==> src/rtl/control_sequencer.sv <==
// Hardwired control unit for the single-bus RISC datapath.
// A step register walks T0-T7 (plus RESET/HALT); every control line is decoded from that step and the opcode.
module control_sequencer #(
    parameter logic [4:0] ALU_ADD = 5'b00011,
    parameter logic [4:0] ALU_AND = 5'b00101,
    parameter logic [4:0] ALU_OR  = 5'b00110,
    parameter logic [4:0] ALU_INC = 5'b11111
) (
    input  logic        clock,
    input  logic        clear,
    input  logic [31:0] ir,
    input  logic        con,
    output logic        HiIn,
    output logic        LoIn,
    output logic        ZIn,
    output logic        PCIn,
    output logic        MDRIn,
    output logic        MARIn,
    output logic        YIn,
    output logic        OPortIn,
    output logic        IRIn,
    output logic        HiSel,
    output logic        LoSel,
    output logic        ZHiSel,
    output logic        ZLoSel,
    output logic        PCSel,
    output logic        MDRSel,
    output logic        IPortSel,
    output logic        CSel,
    output logic        Gra,
    output logic        Grb,
    output logic        Grc,
    output logic        RIn,
    output logic        ROut,
    output logic        BAOut,
    output logic        ConIn,
    output logic        memread,
    output logic        memwrite,
    output logic [4:0]  ALUCode,
    output logic        run,
    output logic [3:0]  tstate
);

    typedef enum logic [3:0] {
        T0 = 4'd0, T1 = 4'd1, T2 = 4'd2, T3 = 4'd3, T4 = 4'd4,
        T5 = 4'd5, T6 = 4'd6, T7 = 4'd7, S_RESET = 4'd8, S_HALT = 4'd9
    } state_t;

    typedef enum logic [3:0] {
        C_LD, C_LDI, C_ST, C_ALU, C_IMM, C_MULDIV, C_UNARY, C_BR,
        C_JAL, C_JR, C_IN, C_OUT, C_MFHI, C_MFLO, C_NOP, C_HALT
    } op_class_t;

    typedef struct packed {
        logic hi_in, lo_in, z_in, pc_in, mdr_in, mar_in, y_in, oport_in, ir_in;
        logic hi_sel, lo_sel, zhi_sel, zlo_sel, pc_sel, mdr_sel, iport_sel, c_sel;
        logic gra, grb, grc, r_in, r_out, ba_out, con_in, mem_rd, mem_wr;
    } ctrl_t;

    state_t     state_q, state_d;
    op_class_t  op_class;
    state_t     last_step;
    ctrl_t      ctrl;
    logic [4:0] alu_code;
    logic [4:0] op;
    logic [4:0] imm_code;
    logic       unused_ir;

    assign op        = ir[31:27];
    assign unused_ir = ^ir[26:0];

    always_comb begin
        case (op) inside
            5'b00000:              op_class = C_LD;
            5'b00001:              op_class = C_LDI;
            5'b00010:              op_class = C_ST;
            [5'b00011:5'b01011]:   op_class = C_ALU;
            [5'b01100:5'b01110]:   op_class = C_IMM;
            5'b01111, 5'b10000:    op_class = C_MULDIV;
            5'b10001, 5'b10010:    op_class = C_UNARY;
            5'b10011:              op_class = C_BR;
            5'b10100:              op_class = C_JAL;
            5'b10101:              op_class = C_JR;
            5'b10110:              op_class = C_IN;
            5'b10111:              op_class = C_OUT;
            5'b11000:              op_class = C_MFHI;
            5'b11001:              op_class = C_MFLO;
            5'b11011:              op_class = C_HALT;
            default:               op_class = C_NOP;
        endcase
    end

    always_comb begin
        case (op_class)
            C_LD:                  last_step = T7;
            C_ALU, C_IMM, C_LDI:   last_step = T5;
            C_MULDIV, C_ST, C_BR:  last_step = T6;
            C_UNARY, C_JAL:        last_step = T4;
            default:               last_step = T3;
        endcase
    end

    always_comb begin
        case (op)
            5'b01100: imm_code = ALU_ADD;
            5'b01101: imm_code = ALU_AND;
            default:  imm_code = ALU_OR;
        endcase
    end

    // nop/undefined and halt are resolved at T2, where the opcode is first valid.
    always_comb begin
        state_d = state_q;
        case (state_q)
            S_RESET: state_d = T0;
            T0:      state_d = T1;
            T1:      state_d = T2;
            T2: begin
                if (op_class == C_HALT)      state_d = S_HALT;
                else if (op_class == C_NOP)  state_d = T0;
                else                         state_d = T3;
            end
            T3, T4, T5, T6: state_d = (state_q == last_step) ? T0 : state_t'(state_q + 4'd1);
            T7:      state_d = T0;
            S_HALT:  state_d = S_HALT;
            default: state_d = S_RESET;
        endcase
    end

    // NOTE: clear is asynchronous; since outputs decode state_q directly, they fall to 0 the moment it asserts.
    always_ff @(posedge clock or negedge clear) begin
        if (!clear) begin
            state_q <= S_RESET;
        end else begin
            // NOTE: non-blocking so every flop samples the pre-edge value.
            state_q <= state_d;
        end
    end

    always_comb begin
        // NOTE: defaulting every output first keeps this block free of inferred latches.
        ctrl     = '0;
        alu_code = '0;
        case (state_q)
            T0: begin ctrl.pc_sel = 1'b1; ctrl.mar_in = 1'b1; ctrl.z_in = 1'b1; alu_code = ALU_INC; end
            T1: begin ctrl.mem_rd = 1'b1; ctrl.mdr_in = 1'b1; ctrl.zlo_sel = 1'b1; ctrl.pc_in = 1'b1; end
            T2: begin ctrl.mdr_sel = 1'b1; ctrl.ir_in = 1'b1; end
            T3, T4, T5, T6, T7: begin
                case (op_class)
                    C_ALU, C_IMM: begin
                        case (state_q)
                            T3: begin ctrl.grb = 1'b1; ctrl.r_out = 1'b1; ctrl.y_in = 1'b1; end
                            T4: begin
                                ctrl.z_in = 1'b1;
                                if (op_class == C_IMM) begin
                                    ctrl.c_sel = 1'b1;
                                    alu_code   = imm_code;
                                end else begin
                                    ctrl.grc   = 1'b1;
                                    ctrl.r_out = 1'b1;
                                    alu_code   = op;
                                end
                            end
                            T5: begin ctrl.zlo_sel = 1'b1; ctrl.gra = 1'b1; ctrl.r_in = 1'b1; end
                            default: ;
                        endcase
                    end
                    C_MULDIV: begin
                        case (state_q)
                            T3: begin ctrl.gra = 1'b1; ctrl.r_out = 1'b1; ctrl.y_in = 1'b1; end
                            T4: begin ctrl.grb = 1'b1; ctrl.r_out = 1'b1; ctrl.z_in = 1'b1; alu_code = op; end
                            T5: begin ctrl.zlo_sel = 1'b1; ctrl.lo_in = 1'b1; end
                            T6: begin ctrl.zhi_sel = 1'b1; ctrl.hi_in = 1'b1; end
                            default: ;
                        endcase
                    end
                    C_UNARY: begin
                        case (state_q)
                            T3: begin ctrl.grb = 1'b1; ctrl.r_out = 1'b1; ctrl.z_in = 1'b1; alu_code = op; end
                            T4: begin ctrl.zlo_sel = 1'b1; ctrl.gra = 1'b1; ctrl.r_in = 1'b1; end
                            default: ;
                        endcase
                    end
                    C_LD, C_LDI, C_ST: begin
                        case (state_q)
                            T3: begin ctrl.grb = 1'b1; ctrl.ba_out = 1'b1; ctrl.y_in = 1'b1; end
                            T4: begin ctrl.c_sel = 1'b1; ctrl.z_in = 1'b1; alu_code = ALU_ADD; end
                            T5: begin
                                ctrl.zlo_sel = 1'b1;
                                if (op_class == C_LDI) begin
                                    ctrl.gra  = 1'b1;
                                    ctrl.r_in = 1'b1;
                                end else begin
                                    ctrl.mar_in = 1'b1;
                                end
                            end
                            T6: begin
                                if (op_class == C_LD) begin
                                    ctrl.mem_rd = 1'b1;
                                    ctrl.mdr_in = 1'b1;
                                end else if (op_class == C_ST) begin
                                    ctrl.gra    = 1'b1;
                                    ctrl.r_out  = 1'b1;
                                    ctrl.mem_wr = 1'b1;
                                end
                            end
                            T7: begin
                                if (op_class == C_LD) begin
                                    ctrl.mdr_sel = 1'b1;
                                    ctrl.gra     = 1'b1;
                                    ctrl.r_in    = 1'b1;
                                end
                            end
                            default: ;
                        endcase
                    end
                    C_BR: begin
                        case (state_q)
                            T3: begin ctrl.gra = 1'b1; ctrl.r_out = 1'b1; ctrl.con_in = 1'b1; end
                            T4: begin ctrl.pc_sel = 1'b1; ctrl.y_in = 1'b1; end
                            T5: begin ctrl.c_sel = 1'b1; ctrl.z_in = 1'b1; alu_code = ALU_ADD; end
                            T6: begin ctrl.zlo_sel = 1'b1; ctrl.pc_in = con; end
                            default: ;
                        endcase
                    end
                    C_JAL: begin
                        case (state_q)
                            T3: begin ctrl.pc_sel = 1'b1; ctrl.grb = 1'b1; ctrl.r_in = 1'b1; end
                            T4: begin ctrl.gra = 1'b1; ctrl.r_out = 1'b1; ctrl.pc_in = 1'b1; end
                            default: ;
                        endcase
                    end
                    C_JR:   if (state_q == T3) begin ctrl.gra = 1'b1; ctrl.r_out = 1'b1; ctrl.pc_in = 1'b1; end
                    C_IN:   if (state_q == T3) begin ctrl.iport_sel = 1'b1; ctrl.gra = 1'b1; ctrl.r_in = 1'b1; end
                    C_OUT:  if (state_q == T3) begin ctrl.gra = 1'b1; ctrl.r_out = 1'b1; ctrl.oport_in = 1'b1; end
                    C_MFHI: if (state_q == T3) begin ctrl.hi_sel = 1'b1; ctrl.gra = 1'b1; ctrl.r_in = 1'b1; end
                    C_MFLO: if (state_q == T3) begin ctrl.lo_sel = 1'b1; ctrl.gra = 1'b1; ctrl.r_in = 1'b1; end
                    default: ;
                endcase
            end
            default: ;
        endcase
    end

    assign HiIn     = ctrl.hi_in;
    assign LoIn     = ctrl.lo_in;
    assign ZIn      = ctrl.z_in;
    assign PCIn     = ctrl.pc_in;
    assign MDRIn    = ctrl.mdr_in;
    assign MARIn    = ctrl.mar_in;
    assign YIn      = ctrl.y_in;
    assign OPortIn  = ctrl.oport_in;
    assign IRIn     = ctrl.ir_in;
    assign HiSel    = ctrl.hi_sel;
    assign LoSel    = ctrl.lo_sel;
    assign ZHiSel   = ctrl.zhi_sel;
    assign ZLoSel   = ctrl.zlo_sel;
    assign PCSel    = ctrl.pc_sel;
    assign MDRSel   = ctrl.mdr_sel;
    assign IPortSel = ctrl.iport_sel;
    assign CSel     = ctrl.c_sel;
    assign Gra      = ctrl.gra;
    assign Grb      = ctrl.grb;
    assign Grc      = ctrl.grc;
    assign RIn      = ctrl.r_in;
    assign ROut     = ctrl.r_out;
    assign BAOut    = ctrl.ba_out;
    assign ConIn    = ctrl.con_in;
    assign memread  = ctrl.mem_rd;
    assign memwrite = ctrl.mem_wr;
    assign ALUCode  = alu_code;
    assign run      = (state_q != S_HALT);
    assign tstate   = state_q;

endmodule

==> config.mk <==
export PLATFORM = sky130hd
export DESIGN_NAME = control_sequencer
export DESIGN_NICKNAME = d
export VERILOG_FILES = /design/src/rtl/control_sequencer.sv
export SDC_FILE = /design/constraint.sdc
export NUM_CORES = 1
export LEC_CHECK = 0
export ABC_AREA = 1
export BUFFER_PORTS_ARGS = -buffer_cell sky130_fd_sc_hd__buf_2
export CORE_MARGIN = 10
export CORE_UTILIZATION = 28
export CTS_CLUSTER_DIAMETER = 80
export DETAILED_ROUTE_END_ITERATION = 10
export PLACE_DENSITY_LB_ADDON = 0.08
export SLEW_MARGIN = 30
export SYNTH_ARGS = -nofsm -noshare
export SYNTH_HDL_FRONTEND = slang
export SYNTH_SLANG_ARGS = --single-unit
==> constraint.sdc <==
create_clock -name clock -period 1.6 [get_ports clock]
set_input_delay 0.08 -clock clock [delete_from_list [all_inputs] [get_ports clock]]
set_output_delay 0.08 -clock clock [all_outputs]
set_load 0.03 [all_outputs]
# After elaboration in Yosys (flattened, before gate mapping)
# Memories as Yosys holds them, arrays and structs flattened.
# Index checks and enable logic that the tools add are counted.
[totals]
regBits = 4
latch_bits = 0
ramBits = 0
romBits = 48
wordCells = 154
n_memories = 1
[memory_table]
columns = ["name", "depth", "width", "read_ports", "rd_clocked_by_memory_dff", "write_ports", "line_no", "text"]
rows = [
  ["(no name shown)", 16, 3, 1, 0, 0, "94", "case (op_class)"],
]
[classes]
addsub = 1
mul = 0
div = 0
n_lt_le_gt_ge = 4
eq_ne = 42
n_shift = 0
mux = 86
bitwise = 0
n_reduce_logical = 19
[ops]
columns = ["cell", "count"]
rows = [
  ["$eq 5x5->1 const B", 11],
  ["$eq 4x4->1 const B", 10],
  ["$mux 4", 10],
  ["$eq 4x3->1 const B", 8],
  ["$mux 1", 31],
  ["$pmux 5 s5", 1],
  ["$pmux 4 s6", 1],
  ["$mux 2", 11],
  ["$pmux 1 s2", 11],
  ["$mux 5", 4],
  ["$eq 4x2->1 const B", 4],
  ["$eq 5x4->1 const B", 3],
  ["$mux 3", 5],
  ["$pmux 1 s3", 5],
  ["$reduce_or 7->1", 2],
  ["$reduce_or 2->1", 6],
  ["$reduce_or 4->1", 3],
  ["$le 5x4->1 const B", 2],
  ["$pmux 5 s2", 1],
  ["$mux 9", 1],
  ["$eq 4x1->1 const B", 2],
  ["$logic_not 4->1", 2],
  ["$pmux 1 s4", 2],
  ["$pmux 3 s2", 1],
  ["14 further kinds", 15],
]

# Longest topological paths before layout
# Gate-level depths: netlist of the first run.
[depth]
ltp_word = 22
mapped_depth = 16

# Worst setup path before layout of the first run
# No wires, ideal clock.
[synth_path]
path_type = "reg-to-output"
startpoint = "register state_q[2], in the netlist tstate[2]"
endpoint = "output Gra"
arrival_ns = 2.310
setup_slack_ns = -0.790
path_stages_with_launch = 9
path_buffers = 0
path_cell_list = "dfrtp_1 -> inv_1 -> nor2_1 -> inv_1 -> nor2_1 -> nand2_1 -> nor3_1 -> nor2_1 -> nand4_1"
[synth_between]
elab_chain_len = 4
elab_cells_between_ends = 12
classes_between = "eq/ne: 5; mux: 6; reduce/logical: 1"
[synth_rtl]
columns = ["item", "line_no", "text"]
rows = [
  ["start: declaration", "60", "state_t state_q, state_d;"],
  ["start signal: assignment", "136", "state_q <= state_d;"],
  ["$eq 4x3->1 (tied with other cells)", "144, 185", ""],
  ["$pmux 1 s3 (tied with other cells)", "185", "case (state_q)"],
  ["$pmux 1 s4", "149", "case (op_class)"],
  ["$mux 9 *", "144", "case (state_q)"],
  ["end: declaration", "30", "output logic Gra,"],
]
# Every way passes the cells marked *; elsewhere a longest branch is shown, timed or not.

# Worst setup path after layout of the first run
[layout_path]
startpoint = "register state_q[2], in the netlist tstate[2]"
endpoint = "output CSel"
[layout_between]
elab_chain_len = 4
elab_cells_between_ends = 11
classes_between = "eq/ne: 5; mux: 5; reduce/logical: 1"
[layout_rtl]
columns = ["item", "line_no", "text"]
rows = [
  ["$eq 4x3->1 (on tied branches)", "--", ""],
  ["$mux 1 (on tied branches)", "218, 151, 185", ""],
  ["$pmux 1 s3", "149", ""],
  ["$mux 9 *", "144", ""],
  ["end: declaration", "29", "output logic CSel,"],
]
# Marked as above.

==> results of run 1 <==
## metrics by stage
step / instance area (um^2) / setup slack [ns] / instances / setup TNS (ns)
floorplan: 1470 / -0.1501 / 229 / -0.8352
global placement: 2176 / -0.1962 / 378 / -1.142
detailed placement: 2176 / -0.1522 / 378 / -1.002
CTS: 2644 / -0.2846 / 398 / -3.322
global route: 2913 / -0.3375 / 406 / -5.689
finish: 2913 / -0.2580 / 406 / -3.460
## report_power, final
| group | switching [uW] | internal (uW) |
|---|---|---|
| clock | 52.2 | 170 |
| combinational | 1520 | 1230 |
| sequential | 71.3 | 158 |
## cell usage after synthesis, types with 2 or more instances
cell       count
nor2_1        35
o2111ai_1      2
nor3_1        11
buf_6          2
nand2_2        4
buf_4          4
dfrtp_1        3
inv_1         33
ha_1           4
inv_2          7
nor2_4         6
nand4_1        7
a21oi_1        6
nand3_2        3
nand2_4        3
nand3_1       23
o21ai_0        8
clkinv_1       2
nand2_1       43
## kinds of logic after synthesis
| family | synth area share |
|---|---|
| and+or+nand+nor | 0.5675 |
| xor gates and xnor gates | 0.01322 |
| DFF | 0.07649 |
| AOI/OAI and AO/OA | 0.1360 |
| adders and majority gates | 0.03777 |
| buffers and inverters | 0.1690 |
## layout make-up
| class | count | area (um^2) |
|---|---|---|
| fill | 370 | 1562 |
| multi-input combinational | 175 | 1398 |
| timing repair buffer | 127 | 1095 |
| inverter | 43 | 196.4 |
| sequential | 4 | 105.1 |
| tap | 52 | 65.06 |
| clock buffer | 4 | 45.04 |
| timing repair inverter | 1 | 8.758 |
## metal layers
metal	wire [um]	vias up
met5	0	-
met4	38	0
met3	268	4
met2	3267	56
met1	2520	942
li1	-	1002
## what timing repair did
action,4_1_cts,5_1_grt
hold buffers,1,0
buffers inserted,14,8
pin swaps,18,25
hold endpoints to repair,4,0
gates cloned,1,0
gates resized for setup,89,53
setup endpoints to repair,32,35
## cells in the final DEF (no fill, tap or decap), types with 4 or more instances in the layout
master / instances
inv_2: 14
nand2_4: 5
nand4_1: 7
nand2_2: 13
nand3_1: 18
nor2_1: 22
nor3_1: 6
buf_2: 13
nand2_1: 31
nand3_2: 5
buf_6: 37
nor3_2: 4
nor2_4: 14
buf_4: 73
nor2_2: 6
nand3_4: 4
ha_4: 4
inv_1: 22
## worst max-delay path by stage
stage                     startpoint          to  slack (ns)  cells after the start
final                      tstate[2]        CSel       -0.26                     11
after global routing       tstate[2]        CSel       -0.34                     11
after global placement        ir[30]  ALUCode[2]       -0.20                      9
after CTS                  tstate[0]         Gra       -0.28                     10
after detailed placement      ir[30]  ALUCode[2]       -0.15                      9
after floorplan            tstate[2]         Gra       -0.15                      8
==> results by group, run 1 <==
Outcome
  • Status: finished with violations
  • Failing checks: negative setup slack

Finish
  • Largest register FFs: 4
  • Diodes inserted: 0
  • Final core occ: 0.6510
  • Share of cells above drive strength 1: 0.6525
  • Area Overhead vs Synth: 119.8%
  • Final #Nets: 394

Logic synthesis
  • Syn Area/Cell: 5.786 um^2
  • Yosys warns: 0
  • Mapped Nets: 268
  • Synth async-reset ratio: 1.000
  • EDFF count, synth: 0
  • Synth cell types: 42
  • Synth Instances: 229
  • FF+latch count, synth: 4
  • Top FF cell, synth: dfrtp_1
  • Area leader, netlist: nand2_1
  • Register area share after synthesis: 0.07649
  • Ranking of synthesized cells by area: nand2_1 (12%), nor2_1 (9.9%), inv_1 (9.3%)
  • Mapped Area: 1325 um^2
  • Top-area cell type share of the netlist area: 0.1218

Detailed routing
  • Via density: 4.936
  • Post-Route WL: 6094 um
  • Drt first-iter violations: 139
  • DR pass1 iterations: 4
  • DRC violations left: 0
  • WL per Instance: 15.01 um
  • Routed Antenna Nets: 0
  • Routed vias: 2,004

Floorplan
  • Core area: 4474 um^2
  • Initial core utilization: 0.2961
  • Die area: 7884 um^2
  • Top Ports: 71
  • Die H: 88.79 um
  • Die X: 88.79 um
  • Site Rows: 24

Placed design
  • Post-DP HPWL: 4598 um
  • PortBufs: 43
  • Routability Congestion: 0.8657

Worst setup path
  • Reg2Reg Setup Slack: -0.09 ns
  • Nature of the critical path startpoint: register
  • Delay-heaviest family, CP: buffers and inverters
  • Max stage delay on crit path: 0.39 ns
  • CP max-delay cell: dfrtp_2
  • Crit path buf inv count: 6
  • Worst path cell trace: inv_2 -> nor2_4 -> inv_2 -> nor2_2 -> inv_2 -> nor2_4 -> a21oi_4 -> buf_6 -> buf_6 -> nand2_2 -> buf_6
  • R2R Path End: tstate[2]
  • Crit. End Element: output pin
  • Worst r2r src: tstate[0]
  • CP Max Fanout: 4
  • FF-to-FF path depth: 10
  • CP Class: register to output pin
  • CP arrival: 1.78 ns
  • Critical Path RT: 1.52 ns

Pwr
  • Pwr/cell area: 1096 nW/um^2
  • Pleak: 0.001426 uW
  • Final Total Pwr: 3193 uW
  • Worst VDD drop: 0.001107 V

Global routing
  • Initial antenna violation count: 0
  • M1 GR Usage: 0.1743
  • Grt ovf: 0
  • Global routing usage on met3: 0.02022
  • Most used routing layer: met2
  • Global-route wire length before repair: 9328 um
  • GRT Overall Usage: 0.1452
  • M2 GR Usage: 0.2633
  • Vias in the first global route: 2,017
  • Largest net degree at the start of global routing: 10

STA
  • F_max: 0.5382 GHz
  • Final Cycle Share: 1.161
  • Final setup viols: 24
  • Hold Violations, Final: 0
  • Worst clock skew: 0.003294 ns
  • Worst slew pin tran: 0.4400 ns
  • RSZ-0062 raised after global routing: yes
  • Final worst-path setup slack: -0.2580 ns
  • Fin crit period: 1.858 ns
  • Worst hold slack: 0.2055 ns
  • Slew HR: 0.7044
  • Slew Viols, Final: 0

Clock tree
  • H-tree depth: 1
  • Largest buffer count on any clock path: 2
  • Worst-path clk slew: 0.03 ns
  • Worst-Skew Late Latency: 0.22 ns
  • Root Driver: clkbuf_8
  • Inserted Clock Buffers: 3
  • Sink Count: 4
  • CTS tree: yes

Worst hold path
  • Worst min path class: primary input to asynchronous set/reset pin

Flow run
  • # Max-Cap Violations: 0
Power figures use the tool's default switching activity.
==> run 2, diff against run 1 <==
CELL_PAD_IN_SITES_DETAIL_PLACEMENT = 1   (was unset)
CELL_PAD_IN_SITES_GLOBAL_PLACEMENT = 1   (was unset)
CORE_UTILIZATION = 26   (was 28)
==> run 2 against run 1 <==
The run still ends with negative setup slack left. Combinational power grew 2%. Non-clock buffer count shrank 3. Sequential share of layout area grew 0.057 points. Core utilization shrank 5.6 points. Sequential power shrank 3%. Hold slack gained 0.0058 ns. First-iteration DRC count shrank 45%. Clock skew grew 0.0027 ns. Critical path depth shrank 1. Critical endpoint is now Gra. Largest cell class unchanged. Highest routed layer unchanged.
==> results by group, run 2 (synthesis gave the netlist of run 1 again) <==
Worst setup path
  • Worst path cell trace: inv_4 -> ha_2 -> inv_2 -> nor2_2 -> buf_4 -> nand2_1 -> nand2_1 -> inv_1 -> nand4_1 -> buf_6 (was inv_2 -> nor2_4 -> inv_2 -> nor2_2 -> inv_2 -> nor2_4 -> a21oi_4 -> buf_6 -> buf_6 -> nand2_2 -> buf_6)
  • Critical Path RT: 1.52 ns (about the same)
  • Crit. End Element: output pin (unchanged)
  • Max stage delay on crit path: 0.44 ns (was 0.39 ns)
  • Crit path buf inv count: 5 (was 6)
  • CP max-delay cell: dfrtp_2 (unchanged)
  • Delay-heaviest family, CP: buffers and inverters (unchanged)
  • Nature of the critical path startpoint: register (unchanged)
  • Most frequent CP cell: nand2_1
  • CP Max Fanout: 4 (unchanged)
  • CP arrival: 1.79 ns (was 1.78 ns)
  • CP Class: register to output pin (unchanged)

Detailed routing
  • DRC violations left: 0 (unchanged)
  • Drt first-iter violations: 76 (was 139)
  • Via density: 4.868 (was 4.936)
  • Routed vias: 2,035 (was 2,004)
  • Routed Antenna Nets: 0 (unchanged)
  • Post-Route WL: 7645 um (was 6094 um)
  • WL per Instance: 18.29 um (was 15.01 um)
  • DR pass1 iterations: 4 (unchanged)

Clock tree
  • Worst-Skew Late Latency: 0.22 ns (about the same)
  • Sink Count: 4 (unchanged)
  • H-tree depth: 1 (unchanged)
  • Inserted Clock Buffers: 3 (unchanged)
  • CTS tree: yes (unchanged)
  • Largest buffer count on any clock path: 2 (unchanged)
  • Root Driver: clkbuf_8 (unchanged)
  • Worst-path clk slew: 0.04 ns (was 0.03 ns)

Placed design
  • DP Area: 2197 um^2 (was 2176 um^2)
  • Place WS: -0.1747 ns (was -0.1522 ns)
  • Post-DP HPWL: 5167 um (was 4598 um)
  • Routability Congestion: 0.9065 (was 0.8657)
  • PortBufs: 43 (unchanged)

Finish
  • Fillers: 625 (was 370)
  • Final #Nets: 391 (was 394)
  • Area Overhead vs Synth: 116.4% (was 119.8%)
  • Share of cells above drive strength 1: 0.6581 (was 0.6525)
  • Largest register FFs: 4 (unchanged)
  • Commonest non-fill, non-tap cells in the layout: buf_4 (72), buf_6 (38), nand2_1 (34) (was buf_4 (73), buf_6 (37), nand2_1 (31))
  • Design Area, Final: 2868 um^2 (was 2913 um^2)
  • Diodes inserted: 0 (unchanged)
  • Commonest non-fill, non-tap cell in the layout: buf_4 (unchanged)

STA
  • Final worst-path setup slack: -0.2680 ns (was -0.2580 ns)
  • Final setup viols: 30 (was 24)
  • RSZ-0062 raised after global routing: yes (unchanged)
  • Fin crit period: 1.868 ns (was 1.858 ns)
  • F_max: 0.5353 GHz (was 0.5382 GHz)
  • Worst slew pin tran: 0.4852 ns (was 0.4400 ns)
  • Slew Viols, Final: 0 (unchanged)
  • Final Cycle Share: 1.168 (was 1.161)
  • Post-Route Setup TNS: -4.145 ns (was -3.460 ns)
  • Hold Violations, Final: 0 (unchanged)
  • Worst clock skew: 0.005957 ns (was 0.003294 ns)
  • Slew HR: 0.6740 (was 0.7044)

Floorplan
  • Initial core utilization: 0.2751 (was 0.2961)
  • Die H: 91.39 um (was 88.79 um)
  • Die area: 8351 um^2 (was 7884 um^2)
  • Top Ports: 71 (unchanged)
  • Site Rows: 25 (was 24)
  • Die X: 91.39 um (was 88.79 um)
  • Core area: 4817 um^2 (was 4474 um^2)

Outcome
  • Failing checks: negative setup slack (unchanged)
  • Status: finished with violations (unchanged)

Pwr
  • Comb pwr share: 0.861 (was 0.858)
  • Reg power frac: 0.069 (was 0.072)
  • Pleak: 0.001437 uW (was 0.001426 uW)
  • Switching Power: 1716 uW (was 1639 uW)
  • Pwr/cell area: 1133 nW/um^2 (was 1096 nW/um^2)
  • Worst VDD drop: 0.0009244 V (was 0.001107 V)
  • Switch share: 0.5282 (was 0.5133)
  • Internal power: 1533 uW (was 1554 uW)
  • Clock share of power: 0.071 (was 0.070)

Flow run
  • # Max-Cap Violations: 0 (unchanged)

Global routing
  • Grt ovf: 0 (unchanged)
  • Initial antenna violation count: 0 (unchanged)
  • Global-route wire length before repair: 11,140 um (was 9328 um)
  • Largest net degree at the start of global routing: 10 (unchanged)
  • GRT Overall Usage: 0.1575 (was 0.1452)
  • Vias in the first global route: 2,240 (was 2,017)

Worst hold path
  • Worst min path class: primary input to asynchronous set/reset pin (unchanged)
[run 2: cell types whose count changed in the layout (fill, tap and decap cells not counted), moves of 3 or more]
cell,previous run,this run
nand2_1,31,34
nand2_2,13,9
nor2_1,22,18
nor2_4,14,18
[run 2: power by group through the flow]
stage / clock network (uW) / logic [uW] / registers [uW]
after floorplan: 0 / 1180 / 296
after global placement: 0 / 1960 / 205
after detailed placement: 0 / 1980 / 209
after CTS: 237 / 2500 / 215
after global routing: 247 / 2980 / 229
final: 230 / 2800 / 223
[run 2: worst reg2reg max path, delay by kind of cell, from the launching register on]
| family | cells | cell delay (ns) |
|---|---|---|
| DFF | 1 | 0.40 |
| adders and majority gates | 1 | 0.15 |
| buffers and inverters | 7 | 0.78 |
| and+or+nand+nor | 5 | 0.28 |
[run 2: final timing paths]
check	startpoint	cells after the start	slack, ns	end
max in group asynchronous	clear	2	1.18	tstate[3]
min in group clock	con	4	0.50	PCIn
worst max-delay path	tstate[1]	10	-0.27	Gra
worst min-delay path	clear	2	0.21	tstate[1]
worst min register to register	tstate[0]	5	0.83	tstate[0]
worst max register to register	tstate[0]	13	-0.13	tstate[0]
[run 2: area by class of cell]
type                    count  area (um^2)  area share
well taps                  67        83.83     0.02923
multi-input cells         175         1380      0.4812
flip-flops and latches      4        105.1     0.03665
repair buffers            124         1059      0.3691
repair inverters            1        8.758    0.003054
inverters                  43        186.4     0.06501
clock buffers               4        45.04     0.01571
[run 2: layer usage]
| metal | GRT usage | part of all wire | vias up |
|---|---|---|---|
| met5 | 0 | 0 | - |
| met2 | 0.3015 | 0.55 | 46 |
| li1 | - | - | 1002 |
| met1 | 0.1814 | 0.40 | 976 |
| met4 | 0.02872 | 0.020 | 0 |
| met3 | 0.01811 | 0.028 | 11 |
[run 2: through the flow]
step | total power (uW) | hold WS (ns) | utilization | std cells
floorplan | 1480 | -0.2156 | - | 229
global placement | 2165 | -0.1114 | 0.4561 | 395
detailed placement | 2192 | -0.1103 | 0.4561 | 395
CTS | 2947 | 0.2013 | 0.5496 | 413
global route | 3457 | 0.2246 | 0.5953 | 418
finish | 3249 | 0.2113 | 0.5953 | 418
[run 2: timing repair]
item,CTS,global route
gates resized for setup,94,46
cloned,1,0
pin swaps,18,25
endpoints found under the setup margin,31,35
hold buffers,1,0
endpoints found under the hold margin,4,0
setup buffers,12,7
